==> config.mk <==
export PLATFORM = sky130hd
export DESIGN_NAME = wb_arbiter_2m_flat
export DESIGN_NICKNAME = d
export VERILOG_FILES = /design/src/rtl/wb_arbiter_2m_if.sv /design/src/rtl/wb_arbiter_2m.sv /design/src/flat_wrapper.sv
export SDC_FILE = /design/constraint.sdc
export NUM_CORES = 1
export LEC_CHECK = 0
export ABC_AREA = 1
export CORE_AREA = 8 8 120 122
export DETAILED_ROUTE_END_ITERATION = 6
export DIE_AREA = 0 0 128 130
export PLACE_DENSITY = 0.73
export SLEW_MARGIN = 30
export SYNTH_ARGS = -nofsm -noshare
export SYNTH_HDL_FRONTEND = slang
export SYNTH_SLANG_ARGS = --single-unit
==> constraint.sdc <==
create_clock -name clk -period 3.3 [get_ports clk]
set_input_delay 0.66 -clock clk [delete_from_list [all_inputs] [get_ports clk]]
set_output_delay 0.66 -clock clk [all_outputs]
set_load 0.02 [all_outputs]
==> src/rtl/wb_arbiter_2m_if.sv <==
`default_nettype none
// +------------------------------------------------------------------+
// | wb_arbiter_2m_if - master/slave bundle for the 2-master arbiter   |
// | Rev 1.0                                                          |
// +------------------------------------------------------------------+
interface wb_arbiter_2m_if #(
  parameter int ADDR_W = 32,
  parameter int DATA_W = 32
);
  logic [ADDR_W-1:0]   m0_adr, m1_adr, s_adr;
  logic [DATA_W-1:0]   m0_dat_mosi, m1_dat_mosi, s_dat_mosi;
  logic [DATA_W-1:0]   m0_dat_miso, m1_dat_miso, s_dat_miso;
  logic [DATA_W/8-1:0] m0_sel, m1_sel, s_sel;
  logic                m0_we, m0_stb, m0_cyc, m0_ack, m0_err;
  logic                m1_we, m1_stb, m1_cyc, m1_ack, m1_err;
  logic                s_we, s_stb, s_cyc, s_ack;
  logic [1:0]          grant;
  logic [7:0]          abort_cnt;

  // Arbiter side
  modport slave (
    input  m0_adr, m0_dat_mosi, m0_sel, m0_we, m0_stb, m0_cyc,
    input  m1_adr, m1_dat_mosi, m1_sel, m1_we, m1_stb, m1_cyc,
    input  s_dat_miso, s_ack,
    output m0_dat_miso, m0_ack, m0_err, m1_dat_miso, m1_ack, m1_err,
    output s_adr, s_dat_mosi, s_sel, s_we, s_stb, s_cyc, grant, abort_cnt
  );

  // Environment side: both bus masters plus the shared slave
  modport master (
    output m0_adr, m0_dat_mosi, m0_sel, m0_we, m0_stb, m0_cyc,
    output m1_adr, m1_dat_mosi, m1_sel, m1_we, m1_stb, m1_cyc,
    output s_dat_miso, s_ack,
    input  m0_dat_miso, m0_ack, m0_err, m1_dat_miso, m1_ack, m1_err,
    input  s_adr, s_dat_mosi, s_sel, s_we, s_stb, s_cyc, grant, abort_cnt
  );
endinterface
`default_nettype wire

==> src/rtl/wb_arbiter_2m.sv <==
`default_nettype none
// +------------------------------------------------------------------+
// | wb_arbiter_2m - fair 2-master Wishbone classic arbiter + watchdog |
// | Rev 1.0                                                          |
// +------------------------------------------------------------------+
module wb_arbiter_2m #(
  parameter int                ADDR_W   = 32,
  parameter int                DATA_W   = 32,
  parameter int                TIMEOUT  = 255,
  parameter logic [DATA_W-1:0] ERR_DATA = 32'hDEAD_BEEF
) (
  input wire             clk,
  input wire             rst_n,
  wb_arbiter_2m_if.slave bus
);
  localparam int                c_wd_w   = (TIMEOUT == 0) ? 1 : $clog2(TIMEOUT + 1);
  localparam logic [c_wd_w-1:0] c_wd_max = c_wd_w'(TIMEOUT);

  typedef enum logic [1:0] {
    ST_IDLE = 2'd0,
    ST_OWN0 = 2'd1,
    ST_OWN1 = 2'd2
  } state_t;

  state_t            r_state;
  logic [1:0]        r_grant;
  logic              r_last;
  logic [c_wd_w-1:0] r_wd;
  logic [7:0]        r_abort_cnt;

  logic w_own0, w_own1, w_own_cyc, w_own_stb, w_abort;

  assign w_own0    = (r_state == ST_OWN0);
  assign w_own1    = (r_state == ST_OWN1);
  assign w_own_cyc = (w_own0 & bus.m0_cyc) | (w_own1 & bus.m1_cyc);
  assign w_own_stb = (w_own0 & bus.m0_stb) | (w_own1 & bus.m1_stb);
  assign w_abort   = (TIMEOUT != 0) && w_own_stb && (r_wd == c_wd_max);

  always_comb begin
    bus.s_adr      = '0;
    bus.s_dat_mosi = '0;
    bus.s_sel      = '0;
    bus.s_we       = 1'b0;
    if (w_own0) begin
      bus.s_adr      = bus.m0_adr;
      bus.s_dat_mosi = bus.m0_dat_mosi;
      bus.s_sel      = bus.m0_sel;
      bus.s_we       = bus.m0_we;
    end else if (w_own1) begin
      bus.s_adr      = bus.m1_adr;
      bus.s_dat_mosi = bus.m1_dat_mosi;
      bus.s_sel      = bus.m1_sel;
      bus.s_we       = bus.m1_we;
    end
  end

  // The abort cycle hides the transfer from the slave and answers the owner itself
  assign bus.s_cyc       = w_own_cyc & ~w_abort;
  assign bus.s_stb       = w_own_stb & ~w_abort;
  assign bus.m0_ack      = w_own0 & (bus.s_ack | w_abort);
  assign bus.m1_ack      = w_own1 & (bus.s_ack | w_abort);
  assign bus.m0_err      = w_own0 & w_abort;
  assign bus.m1_err      = w_own1 & w_abort;
  assign bus.m0_dat_miso = (w_own0 & w_abort) ? ERR_DATA : bus.s_dat_miso;
  assign bus.m1_dat_miso = (w_own1 & w_abort) ? ERR_DATA : bus.s_dat_miso;
  assign bus.grant       = r_grant;
  assign bus.abort_cnt   = r_abort_cnt;

  always_ff @(posedge clk) begin
    if (!rst_n) begin
      r_state     <= ST_IDLE;
      r_grant     <= 2'b00;
      r_last      <= 1'b1;
      r_wd        <= '0;
      r_abort_cnt <= '0;
    end else begin
      if (!w_own_stb || bus.s_ack || w_abort) begin
        r_wd <= '0;
      end else begin
        r_wd <= r_wd + 1'b1;
      end

      if (w_abort && (r_abort_cnt != 8'hFF)) begin
        r_abort_cnt <= r_abort_cnt + 8'd1;
      end

      // Re-arbitrate when idle or when the owner has closed its bus cycle
      if (!w_own_cyc) begin
        if (bus.m0_cyc && (!bus.m1_cyc || r_last)) begin
          r_state <= ST_OWN0;
          r_grant <= 2'b01;
          r_last  <= 1'b0;
        end else if (bus.m1_cyc) begin
          r_state <= ST_OWN1;
          r_grant <= 2'b10;
          r_last  <= 1'b1;
        end else begin
          r_state <= ST_IDLE;
          r_grant <= 2'b00;
        end
      end
    end
  end
endmodule
`default_nettype wire
==> src/flat_wrapper.sv <==
// flat-port wrapper written by rule: the top's interface ports become plain ports
module wb_arbiter_2m_flat 
#(
  parameter int                ADDR_W   = 32,
  parameter int                DATA_W   = 32,
  parameter int                TIMEOUT  = 255,
  parameter logic [DATA_W-1:0] ERR_DATA = 32'hDEAD_BEEF
)
  (clk, rst_n, bus_m0_adr, bus_m0_dat_mosi, bus_m0_sel, bus_m0_we, bus_m0_stb, bus_m0_cyc, bus_m1_adr, bus_m1_dat_mosi, bus_m1_sel, bus_m1_we, bus_m1_stb, bus_m1_cyc, bus_s_dat_miso, bus_s_ack, bus_m0_dat_miso, bus_m0_ack, bus_m0_err, bus_m1_dat_miso, bus_m1_ack, bus_m1_err, bus_s_adr, bus_s_dat_mosi, bus_s_sel, bus_s_we, bus_s_stb, bus_s_cyc, bus_grant, bus_abort_cnt);
  wb_arbiter_2m_if #(.ADDR_W(ADDR_W), .DATA_W(DATA_W)) bus_i ();
  input wire clk;
  input wire rst_n;
  input wire logic [$bits(bus_i.m0_adr)-1:0] bus_m0_adr;
  input wire logic [$bits(bus_i.m0_dat_mosi)-1:0] bus_m0_dat_mosi;
  input wire logic [$bits(bus_i.m0_sel)-1:0] bus_m0_sel;
  input wire logic [$bits(bus_i.m0_we)-1:0] bus_m0_we;
  input wire logic [$bits(bus_i.m0_stb)-1:0] bus_m0_stb;
  input wire logic [$bits(bus_i.m0_cyc)-1:0] bus_m0_cyc;
  input wire logic [$bits(bus_i.m1_adr)-1:0] bus_m1_adr;
  input wire logic [$bits(bus_i.m1_dat_mosi)-1:0] bus_m1_dat_mosi;
  input wire logic [$bits(bus_i.m1_sel)-1:0] bus_m1_sel;
  input wire logic [$bits(bus_i.m1_we)-1:0] bus_m1_we;
  input wire logic [$bits(bus_i.m1_stb)-1:0] bus_m1_stb;
  input wire logic [$bits(bus_i.m1_cyc)-1:0] bus_m1_cyc;
  input wire logic [$bits(bus_i.s_dat_miso)-1:0] bus_s_dat_miso;
  input wire logic [$bits(bus_i.s_ack)-1:0] bus_s_ack;
  output wire logic [$bits(bus_i.m0_dat_miso)-1:0] bus_m0_dat_miso;
  output wire logic [$bits(bus_i.m0_ack)-1:0] bus_m0_ack;
  output wire logic [$bits(bus_i.m0_err)-1:0] bus_m0_err;
  output wire logic [$bits(bus_i.m1_dat_miso)-1:0] bus_m1_dat_miso;
  output wire logic [$bits(bus_i.m1_ack)-1:0] bus_m1_ack;
  output wire logic [$bits(bus_i.m1_err)-1:0] bus_m1_err;
  output wire logic [$bits(bus_i.s_adr)-1:0] bus_s_adr;
  output wire logic [$bits(bus_i.s_dat_mosi)-1:0] bus_s_dat_mosi;
  output wire logic [$bits(bus_i.s_sel)-1:0] bus_s_sel;
  output wire logic [$bits(bus_i.s_we)-1:0] bus_s_we;
  output wire logic [$bits(bus_i.s_stb)-1:0] bus_s_stb;
  output wire logic [$bits(bus_i.s_cyc)-1:0] bus_s_cyc;
  output wire logic [$bits(bus_i.grant)-1:0] bus_grant;
  output wire logic [$bits(bus_i.abort_cnt)-1:0] bus_abort_cnt;
  assign bus_i.m0_adr = bus_m0_adr;
  assign bus_i.m0_dat_mosi = bus_m0_dat_mosi;
  assign bus_i.m0_sel = bus_m0_sel;
  assign bus_i.m0_we = bus_m0_we;
  assign bus_i.m0_stb = bus_m0_stb;
  assign bus_i.m0_cyc = bus_m0_cyc;
  assign bus_i.m1_adr = bus_m1_adr;
  assign bus_i.m1_dat_mosi = bus_m1_dat_mosi;
  assign bus_i.m1_sel = bus_m1_sel;
  assign bus_i.m1_we = bus_m1_we;
  assign bus_i.m1_stb = bus_m1_stb;
  assign bus_i.m1_cyc = bus_m1_cyc;
  assign bus_i.s_dat_miso = bus_s_dat_miso;
  assign bus_i.s_ack = bus_s_ack;
  assign bus_m0_dat_miso = bus_i.m0_dat_miso;
  assign bus_m0_ack = bus_i.m0_ack;
  assign bus_m0_err = bus_i.m0_err;
  assign bus_m1_dat_miso = bus_i.m1_dat_miso;
  assign bus_m1_ack = bus_i.m1_ack;
  assign bus_m1_err = bus_i.m1_err;
  assign bus_s_adr = bus_i.s_adr;
  assign bus_s_dat_mosi = bus_i.s_dat_mosi;
  assign bus_s_sel = bus_i.s_sel;
  assign bus_s_we = bus_i.s_we;
  assign bus_s_stb = bus_i.s_stb;
  assign bus_s_cyc = bus_i.s_cyc;
  assign bus_grant = bus_i.grant;
  assign bus_abort_cnt = bus_i.abort_cnt;
  wb_arbiter_2m #(.ADDR_W(ADDR_W), .DATA_W(DATA_W), .TIMEOUT(TIMEOUT), .ERR_DATA(ERR_DATA)) u_core (.clk(clk), .rst_n(rst_n), .bus(bus_i));
endmodule
==> qor.json <==
{
  "outcome": {"value": "completed"},
  "use_met2": {"value": 30.9, "unit": "%"},
  "io_pins": {"value": 326},
  "place_area": {"value": 5720, "unit": "um^2"},
  "num-nets-final": {"value": 849},
  "crit-reg2reg-capture": {"value": "u_core.bus.abort_cnt[0]"},
  "first_iter_violations": {"value": 200},
  "design_power_total": {"value": 1330, "unit": "uW"},
  "dieArea": {"value": 16600, "unit": "um^2"},
  "multi_input_comb_area": {"value": 1430, "unit": "um^2"},
  "numPortBuffers": {"value": 325},
  "clock_tree.buffer_depth": {"value": 2},
  "initial_utilization": {"value": 17.8, "unit": "%"},
  "gp_weighted_congestion": {"value": 0.882},
  "synth_warnings": {"value": 0},
  "groute.layer.met3.usage": {"value": 6.28, "unit": "%"},
  "grt_pass1_vias": {"value": 3399},
  "totalNegativeSetupSlack": {"value": 0, "unit": "ns"},
  "layout-drive-gt1-share": {"value": 5.83, "unit": "%"},
  "synthArstFlopShare": {"value": 0, "unit": "%"},
  "number_of_antenna_violations_at_the_first_check_in_global_routing": {"value": 1},
  "worst_setup_path_start_kind": {"value": "input port"},
  "yosysTopAreaCellShare": {"value": 27.3, "unit": "%"},
  "max_freq": {"value": 313, "unit": "MHz"},
  "die_width": {"value": 128, "unit": "um"},
  "dpl.hpwl": {"value": 14300, "unit": "um"},
  "setup.worst_path.end_class": {"value": "output port"},
  "vias": {"value": 3558},
  "cp_top_family": {"value": "buffers and inverters"},
  "netlist.top_cell.by_area": {"value": "sky130_fd_sc_hd__a22o_1"},
  "criticalPathCategory": {"value": "input port to output port"},
  "worstSetupEndpoint": {"value": "bus_m0_dat_miso[26]"},
  "tritoncts": {"value": "yes"},
  "register_area": {"value": 380, "unit": "um^2"},
  "worst_ep_required_time": {"value": 2.64, "unit": "ns"},
  "cts_htree_levels": {"value": 1},
  "synth_fp_nets": {"value": 536},
  "first_pass_iters": {"value": 5},
  "fin_crit_share": {"value": 96.8, "unit": "%"},
  "synth_top_cells_by_area": {"value": "sky130_fd_sc_hd__a22o_1 (27%), sky130_fd_sc_hd__nand2_1 (17%), sky130_fd_sc_hd__dfxtp_1 (17%), sky130_fd_sc_hd__inv_1 (11%), sky130_fd_sc_hd__nor2_1 (5.4%)"},
  "critical_path.cell_chain": {"value": "clkdlybuf4s50_1 -> nand3_1 -> nand2_2 -> nand2_4 -> nor2_4 -> inv_2 -> buf_12 -> nand2_1 -> clkdlybuf4s50_1"},
  "design.core.area": {"value": 12400, "unit": "um^2"},
  "global_route.usage.met1": {"value": 22.0, "unit": "%"},
  "timing.critical_path.from": {"value": "bus_m0_stb"},
  "crit_path_max_incr_delay": {"value": 0.63, "unit": "ns"},
  "drc": {"value": 0},
  "synth.lib_cells_used.distinct": {"value": 24},
  "clk_latency": {"value": 0.26, "unit": "ns"},
  "min_period": {"value": 3.19, "unit": "ns"},
  "number_of_sinks_driven_by_the_clock_tree": {"value": 19},
  "pin_count_of_the_biggest_net_entering_global_routing": {"value": 71},
  "drv_cap": {"value": 0},
  "rrSetupSlack": {"value": 1.67, "unit": "ns"},
  "detail_route.wl_per_cell": {"value": 19.8, "unit": "um"},
  "cp_data_arrival_time": {"value": 2.53, "unit": "ns"},
  "p_leak": {"value": 0.00267, "unit": "uW"},
  "cts-buffers-inserted": {"value": 3},
  "synth-edff-count": {"value": 0},
  "drt-total-wl": {"value": 16600, "unit": "um"},
  "hold_class": {"value": "register to register"},
  "critical_path_maximum_fanout": {"value": 20},
  "grt_remaining_overflow": {"value": 0},
  "reg2reg_depth": {"value": 6},
  "irDropWorstVdd": {"value": 0.241, "unit": "mV"},
  "final_standard_cell_area_without_fillers": {"value": 5810, "unit": "um^2"},
  "synth.cell_area": {"value": 2210, "unit": "um^2"},
  "global_route_usage_sum": {"value": 18.2, "unit": "%"},
  "power_density": {"value": 228, "unit": "nW/um^2"},
  "cts.reportedPaths.clkPinSlew": {"value": 0.05, "unit": "ns"},
  "fill_cells": {"value": 1253},
  "cp_common_cell": {"value": "sky130_fd_sc_hd__clkdlybuf4s50_1"},
  "cp_slowest_cell": {"value": "sky130_fd_sc_hd__clkdlybuf4s50_1"},
  "post_drt_via_cell_ratio": {"value": 4.23},
  "final_common_cell": {"value": "sky130_fd_sc_hd__clkdlybuf4s50_1"},
  "placementRows": {"value": 41},
  "synth-main-ff-cell": {"value": "sky130_fd_sc_hd__dfxtp_1"},
  "cp_num_buf_inv": {"value": 4},
  "setup-violations-final": {"value": 0},
  "fin_skew": {"value": 0.00371, "unit": "ns"},
  "postSynthRegisterBits": {"value": 19},
  "timing_max_transition_violations_final": {"value": 0},
  "tightest_slew": {"value": 0.495, "unit": "ns"},
  "layout.cells.most_common_list": {"value": "sky130_fd_sc_hd__clkdlybuf4s50_1 (314), sky130_fd_sc_hd__nand2_1 (102), sky130_fd_sc_hd__a22o_1 (69), sky130_fd_sc_hd__inv_1 (62), sky130_fd_sc_hd__nor2_1 (32)"},
  "critical_path_depth": {"value": 9},
  "ctsRootBufferMaster": {"value": "sky130_fd_sc_hd__clkbuf_16"},
  "syn_avg_cell_area": {"value": 6.19, "unit": "um^2"},
  "synth.yosys.seq_area_share": {"value": 17.2, "unit": "%"},
  "max_slew_margin": {"value": 66.9, "unit": "%"},
  "wire_length_of_the_first_global_routing_pass": {"value": 22600, "unit": "um"},
  "unrepaired_setup_endpoints_after_global_routing": {"value": "false"},
  "hold_viol": {"value": 0},
  "die_h": {"value": 130, "unit": "um"},
  "busiest_layer": {"value": "met2"},
  "syn_to_final_growth": {"value": 163, "unit": "%"},
  "ant_nets": {"value": 0},
  "syn_inst": {"value": 357},
  "r2r_start": {"value": "u_core.r_wd[0]"}
}
==> sequential cells by signal, summed over array words and instances (netlist names) <==
signal,cells
u_core.r_state,2
u_core.bus.abort_cnt,8
u_core.r_last,1
u_core.r_wd,8
==> through the flow <==
step / utilization, % / worst slack (ns) / hold WS [ns] / cells
5_1_grt: 46.8 / 0.00287 / 0.479 / 841
6_report: 46.8 / 0.105 / 0.451 / 842
4_1_cts: 46.7 / 0.0448 / 0.453 / 841
3_5_place_dp: 46.1 / 0.0469 / 0.445 / 837
2_1_floorplan: - / 1.11 / 0.418 / 357
3_3_place_gp: 46.1 / 0.0996 / 0.433 / 837
==> repair_timing <==
action | CTS | global route
gates resized for setup | 0 | 2
setup endpoints to repair | 0 | 8
hold buffers | 0 | 0
setup buffers | 0 | 0
==> synth_stat cells (3+ instances only) <==
library cell / n
sky130_fd_sc_hd__nand2_1: 102
sky130_fd_sc_hd__a22o_1: 69
sky130_fd_sc_hd__inv_1: 62
sky130_fd_sc_hd__nor2_1: 32
sky130_fd_sc_hd__dfxtp_1: 19
sky130_fd_sc_hd__buf_2: 11
sky130_fd_sc_hd__nand3_1: 11
sky130_fd_sc_hd__inv_2: 7
sky130_fd_sc_hd__a21oi_1: 6
sky130_fd_sc_hd__buf_6: 6
sky130_fd_sc_hd__xor2_1: 5
sky130_fd_sc_hd__buf_1: 4
sky130_fd_sc_hd__nor2_4: 4
sky130_fd_sc_hd__nand2_2: 3
sky130_fd_sc_hd__o21ai_0: 3
==> metal layers <==
metal / up-vias / routed length, um
met2: 148 / 8030
met3: 14 / 1650
li1: 1780 / -
met5: - / 7
met1: 1614 / 6710
met4: 2 / 248
==> worst min-delay path by stage <==
stage,startpoint,end,cells after the start
floorplan,u_core.r_wd[0],u_core.r_wd[0],1
global placement,u_core.r_wd[0],u_core.r_wd[0],1
detailed placement,u_core.r_wd[0],u_core.r_wd[0],1
CTS,u_core.r_wd[0],u_core.r_wd[0],1
global route,u_core.r_wd[0],u_core.r_wd[0],1
finish,u_core.r_wd[0],u_core.r_wd[0],1
==> logic make-up after synthesis <==
family / count (synthesis) / synth area share, %
and+or+nand+nor: 161 / 31.8
buffers and inverters: 91 / 18.1
AOI/OAI and AO/OA: 79 / 29.7
DFF: 19 / 17.2
xor gates and xnor gates: 5 / 1.98
adders and majority gates: 2 / 1.13
==> worst reg2reg max path, cell delays in order, from the launching register on <==
cell and delay (ns):
sky130_fd_sc_hd__dfxtp_1 0.35, sky130_fd_sc_hd__ha_1 0.21, sky130_fd_sc_hd__nand3_2 0.18, sky130_fd_sc_hd__nor2_8 0.20
sky130_fd_sc_hd__nand3_1 0.33, sky130_fd_sc_hd__nor2_1 0.21, sky130_fd_sc_hd__nor2_1 0.06
==> final cells by class <==
cell class	count	area share, %
Tap cell	172	3.71
Antenna cell	1	0.0431
Clock inverter	1	0.0862
Multi-Input combinational cell	247	24.6
Timing Repair Buffer	330	59.2
Inverter	69	4.50
Sequential cell	19	6.55
Clock buffer	3	1.29
==> power by group <==
group	total (uW)	switching, uW	internal (uW)
logic	831	366	466
registers	236	3.53	233
clock network	258	95.5	163
Note: power is estimated with default switching activity, not from simulation.
